File: src/rtl/riskv_wb_arbiter.sv
// 2:1 Wishbone B4 classic arbiter merging the Riskv iBus (fetch) and dBus (load/store) masters.
// Optional grant watchdog is enabled by defining RISKV_WB_ARB_TIMEOUT_EN.
module riskv_wb_arbiter #(
  parameter int unsigned PRIO_MODE      = 0,
  parameter int unsigned TIMEOUT_CYCLES = 255
) (
  input  logic        clk,
  input  logic        reset,
  input  logic [29:0] iBusWishbone_ADR,
  input  logic [3:0]  iBusWishbone_SEL,
  input  logic        iBusWishbone_CYC,
  input  logic        iBusWishbone_STB,
  output logic [31:0] iBusWishbone_DAT_MISO,
  output logic        iBusWishbone_ACK,
  output logic        iBusWishbone_ERR,
  input  logic [29:0] dBusWishbone_ADR,
  input  logic [31:0] dBusWishbone_DAT_MOSI,
  input  logic [3:0]  dBusWishbone_SEL,
  input  logic        dBusWishbone_CYC,
  input  logic        dBusWishbone_STB,
  input  logic        dBusWishbone_WE,
  output logic [31:0] dBusWishbone_DAT_MISO,
  output logic        dBusWishbone_ACK,
  output logic        dBusWishbone_ERR,
  output logic [29:0] sWishbone_ADR,
  output logic [31:0] sWishbone_DAT_MOSI,
  output logic [3:0]  sWishbone_SEL,
  output logic        sWishbone_CYC,
  output logic        sWishbone_STB,
  output logic        sWishbone_WE,
  input  logic [31:0] sWishbone_DAT_MISO,
  input  logic        sWishbone_ACK,
  input  logic        sWishbone_ERR
);

  typedef enum logic [1:0] {StIdle, StGntI, StGntD} state_e;

  state_e state_q, state_d;
  logic   last_d_q, last_d_d;  // 1: dBus was served last
  logic   req_i, req_d;
  logic   gnt_i, gnt_d;
  logic   cyc_gnt, s_done, timeout;

  assign req_i   = iBusWishbone_CYC & iBusWishbone_STB;
  assign req_d   = dBusWishbone_CYC & dBusWishbone_STB;
  assign gnt_i   = (state_q == StGntI);
  assign gnt_d   = (state_q == StGntD);
  assign cyc_gnt = (gnt_i & iBusWishbone_CYC) | (gnt_d & dBusWishbone_CYC);
  assign s_done  = sWishbone_ACK | sWishbone_ERR;

`ifdef RISKV_WB_ARB_TIMEOUT_EN
  localparam int unsigned CntW = (TIMEOUT_CYCLES > 0) ? $clog2(TIMEOUT_CYCLES + 1) : 1;

  logic [CntW-1:0] cnt_q, cnt_d;

  // Cleared while idle so every grant starts counting from zero.
  always_comb begin
    cnt_d = cnt_q;
    if (state_q == StIdle) begin
      cnt_d = '0;
    end else if (!s_done) begin
      cnt_d = cnt_q + 1'b1;
    end
  end

  always_ff @(posedge clk) begin
    if (reset) begin
      cnt_q <= '0;
    end else begin
      cnt_q <= cnt_d;
    end
  end

  assign timeout = cyc_gnt & ~s_done & (cnt_q == CntW'(TIMEOUT_CYCLES));
`else
  logic unused_timeout_cfg;
  assign unused_timeout_cfg = ^TIMEOUT_CYCLES;
  assign timeout            = 1'b0;
`endif

  always_ff @(posedge clk) begin
    if (reset) begin
      state_q  <= StIdle;
      last_d_q <= 1'b0;
    end else begin
      state_q  <= state_d;
      last_d_q <= last_d_d;
    end
  end

  always_comb begin
    state_d  = state_q;
    last_d_d = last_d_q;
    case (state_q)
      StIdle: begin
        if (req_i && req_d) begin
          state_d = ((PRIO_MODE != 0) || !last_d_q) ? StGntD : StGntI;
        end else if (req_d) begin
          state_d = StGntD;
        end else if (req_i) begin
          state_d = StGntI;
        end
      end
      StGntI: begin
        // Abort leaves the round-robin history untouched.
        if (!iBusWishbone_CYC) begin
          state_d = StIdle;
        end else if (s_done || timeout) begin
          state_d  = StIdle;
          last_d_d = 1'b0;
        end
      end
      StGntD: begin
        if (!dBusWishbone_CYC) begin
          state_d = StIdle;
        end else if (s_done || timeout) begin
          state_d  = StIdle;
          last_d_d = 1'b1;
        end
      end
      default: state_d = StIdle;
    endcase
  end

  always_comb begin
    sWishbone_ADR      = '0;
    sWishbone_DAT_MOSI = '0;
    sWishbone_SEL      = '0;
    sWishbone_CYC      = 1'b0;
    sWishbone_STB      = 1'b0;
    sWishbone_WE       = 1'b0;
    if (gnt_i) begin
      sWishbone_ADR = iBusWishbone_ADR;
      sWishbone_SEL = iBusWishbone_SEL;
      sWishbone_CYC = iBusWishbone_CYC & ~timeout;
      sWishbone_STB = iBusWishbone_STB & ~timeout;
    end else if (gnt_d) begin
      sWishbone_ADR      = dBusWishbone_ADR;
      sWishbone_DAT_MOSI = dBusWishbone_DAT_MOSI;
      sWishbone_SEL      = dBusWishbone_SEL;
      sWishbone_CYC      = dBusWishbone_CYC & ~timeout;
      sWishbone_STB      = dBusWishbone_STB & ~timeout;
      sWishbone_WE       = dBusWishbone_WE;
    end
  end

  // Responses are gated by the master's own CYC so an aborted cycle never sees an ACK.
  assign iBusWishbone_ACK      = gnt_i & iBusWishbone_CYC & sWishbone_ACK;
  assign iBusWishbone_ERR      = gnt_i & iBusWishbone_CYC & (sWishbone_ERR | timeout);
  assign dBusWishbone_ACK      = gnt_d & dBusWishbone_CYC & sWishbone_ACK;
  assign dBusWishbone_ERR      = gnt_d & dBusWishbone_CYC & (sWishbone_ERR | timeout);
  assign iBusWishbone_DAT_MISO = sWishbone_DAT_MISO;
  assign dBusWishbone_DAT_MISO = sWishbone_DAT_MISO;

endmodule

File: config.mk
export PLATFORM = sky130hd
export DESIGN_NAME = riskv_wb_arbiter
export DESIGN_NICKNAME = d
export VERILOG_FILES = /design/src/rtl/riskv_wb_arbiter.sv
export SDC_FILE = /design/constraint.sdc
export NUM_CORES = 1
export LEC_CHECK = 0
export BUFFER_PORTS_ARGS = -buffer_cell sky130_fd_sc_hd__buf_2
export CAP_MARGIN = 10
export CELL_PAD_IN_SITES_DETAIL_PLACEMENT = 0
export CELL_PAD_IN_SITES_GLOBAL_PLACEMENT = 2
export CORE_MARGIN = 8
export CORE_UTILIZATION = 10
export DETAILED_ROUTE_END_ITERATION = 10
export HOLD_SLACK_MARGIN = 0.03
export PLACE_DENSITY = 0.95
export SLEW_MARGIN = 25
export SYNTH_ARGS = -nofsm -noshare
export SYNTH_HDL_FRONTEND = slang
export SYNTH_SLANG_ARGS = --single-unit
File: constraint.sdc
create_clock -name clk -period 1.81 [get_ports clk]
set_input_delay 0.181 -clock clk [delete_from_list [all_inputs] [get_ports clk]]
set_output_delay 0.181 -clock clk [all_outputs]
set_load 0.01 [all_outputs]
==> results.md <==
* Final hold viol count at 0
* Layout Cells excl Fill at approximately 460
* Placed insts at 450
* Max VDD drop at roughly 150 uV
* Crit path launch type: flip-flop
* CP delay by family, top: flip-flops
* Placed Area at 1900 um^2
* Worst slack, placed at slightly below 300 ps
* Vias in the first global route at 1712
* Worst-margin pin slew at roughly 300 ps
* Global-route wire length before repair at 9730 um
* CP Capture Type: output port
* Row count at 41
* Post-Synthesis Cells at between 150 and 200
* #FFs+latches synth at 3
* Grt ovf at 0
* ANT nets after route at 0
* RSZ-0062 raised after global routing: no
* Max Fclk at 0.601 GHz
* Min-delay worst type: input pin to flip-flop
* Pwr dens at 391 nW/um^2
* # DRC at 0
* Die Wd at between 100 and 150 um
* Synth warnings at 0
* CTS H-tree lvls at 1
* Setup Skew at approximately 0.093 ps
* Hold Buf Count CTS at 0
* Flop pwr share at 9.7%
* Area delta synth->final at 57.3%
* Initial Util at 10.1%
* P_sw at 0.228 mW
* Final nets at 424
* Fill cells at 1435
* Die footprint at approximately 16000 um^2
* Post-CTS Resized at 0
* Status: complete, no violations
* CTS tree: done
* Crit path max-delay cell type: dfxtp_1
* Pins Over Slew Limit at 0
* Core ar. at 12500 um^2
* Logic pwr share at ~45%
* Initial antenna violation count at 1
* Final setup violating endpoints at 0
* Die Y at 128 um
* Clk buf depth at 2
* Post-route cell area at between 1500 and 2000 um^2
* I/O Buffers at approximately 180
* Vias at roughly 1600
* Clock transition at the registers of the reported paths at ~30 ps
* Clock buffer count from CTS at 3
* DR pass1 iterations at 4
* Final wirelength at 7090 um
* Max Cap Viol at 0
* Crit Path Category: flip-flop to output port
* Dpl hpwl at 6360 um
* Syn nets at between 300 and 400
* WL/cell at approximately 16 um
* CP required at around 1600 ps
* Worst path bufs/invs at 2
* Worst-Skew Late Latency at 220 ps
* Post-route core utilization at 15.9%
* DRT iter0 DRCs at 34
* Share of layout cells above drive strength 1 at 67.7%
* Most frequent cells in the layout: buf_2 (181), a22o_1 (36), and2_1 (33)
* Vias per std cell at roughly 3.6
* Register area share after synthesis at between 4 and 5%
* Syn_area_per_cell at approximately 7.4 um^2
* Largest net degree at the start of global routing at 53
* Root Buffer: clkbuf_16
* Gp weighted congestion at ~0.82
* Period utilisation layout at slightly above 90%
* Max stage delay on crit path at between 400 and 500 ps
* Ports at 278
* Setup TNS at 0 ps
* Crit-path max FO at 52
* Fin crit period at 1660 ps
* Critical path cell sequence: nor2b_4, buf_12, a22o_1, buf_2
* Most common cell after layout, fill and taps aside: buf_2
* Mapped Area at approximately 1300 um^2
* Lkg Pwr at about 1.2 nW
* Sinks on Clock Net at 3
* Worst Hold Margin at about 170 ps
* Synth unique cells at 18
* Setup Fix Bufs, Post-CTS at 0
* Total power at just under 0.8 mW
* Sw frac at approximately 30%
* Total GRT Usage at around 7.6%
* Power Internal at roughly 0.55 mW
* Clock power frac at between 40% and 50%
* Slew margin rel. at between 80% and 90%
* Final setup margin at around 150 ps
* Worst path arrival time at between 1000 and 1500 ps
==> synthesized netlist by cell type <==
cell       number  area (um^2)
a31o_1          1         8.76
a2111oi_2       1         15.0
nand3_1         3         15.0
o21ai_0         1         5.00
and3_1          4         25.0
nand4b_1        1         8.76
nor2_1          3         11.3
buf_4          65          488
nand3b_1        2         15.0
nand2_1         2         7.51
and2_1         33          206
a2111oi_1       1         10.0
clkbuf_1        3         11.3
nor2b_1         2         12.5
a21oi_1         1         5.00
buf_2           8         40.0
dfxtp_1         3         60.1
a22o_1         36          315
==> flip-flops by register name, indices dropped and copies added (netlist names) <==
name,count
last_d_q,1
state_q,2
==> per-layer routing <==
metal | GRT usage, % | up-vias | part of all wire (%)
met5 | 0 | - | 0.17
met1 | 6.14 | 689 | 30
met4 | 2.24 | 2 | 1.8
li1 | - | 754 | -
met3 | 4.62 | 24 | 19
met2 | 14.7 | 150 | 50
==> worst reg2reg max path: cells and delay by family, from the launching register on <==
kind / cells / cell delay [ps]
buffers and inverters: 1 / 220
AO/OA/AOI/OAI: 1 / 380
AND/OR/NAND/NOR: 2 / 340
flip-flops: 1 / 410
==> power groups by stage <==
stage	Combinational (mW)	Sequential [mW]	Clock [mW]
6_report	0.349	0.0754	0.351
2_1_floorplan	0.286	0.0736	0
4_1_cts	0.358	0.0747	0.356
3_5_place_dp	0.357	0.0756	0
3_3_place_gp	0.352	0.0751	0
5_1_grt	0.384	0.0761	0.364
==> worst paths after layout <==
check                                              from                       to  slack [ps]  cells after the start
worst min register to register    last_d_q$_SDFFE_PP0P_    last_d_q$_SDFFE_PP0P_         470                      2
worst max-delay path            state_q[1]$_SDFFE_PP0P_         sWishbone_SEL[3]         150                      4
worst max register to register  state_q[1]$_SDFFE_PP0P_  state_q[1]$_SDFFE_PP0P_         350                      4
worst min-delay path                              reset    last_d_q$_SDFFE_PP0P_         170                      2
==> cells by family (layout without fill, tap and decap cells) <==
| logic type | count (synthesis) | in the layout | share of synthesized area, % |
|---|---|---|---|
| other | 0 | 1 | 0 |
| AO/OA/AOI/OAI | 41 | 41 | 28.5 |
| flip-flops | 3 | 3 | 4.77 |
| AND/OR/NAND/NOR | 50 | 50 | 23.9 |
| buffers and inverters | 76 | 188 | 42.8 |
==> final cells by class <==
class                   instances  area [um^2]  share of cell area (%)
repair buffers                184          953                    48.1
multi-input cells              91          671                    33.8
well taps                     172          215                    10.9
clock buffers                   4         78.8                    3.98
flip-flops and latches          3         61.3                    3.09
diodes                          1         2.50                   0.126
Note: power is estimated with default switching activity, not from simulation.
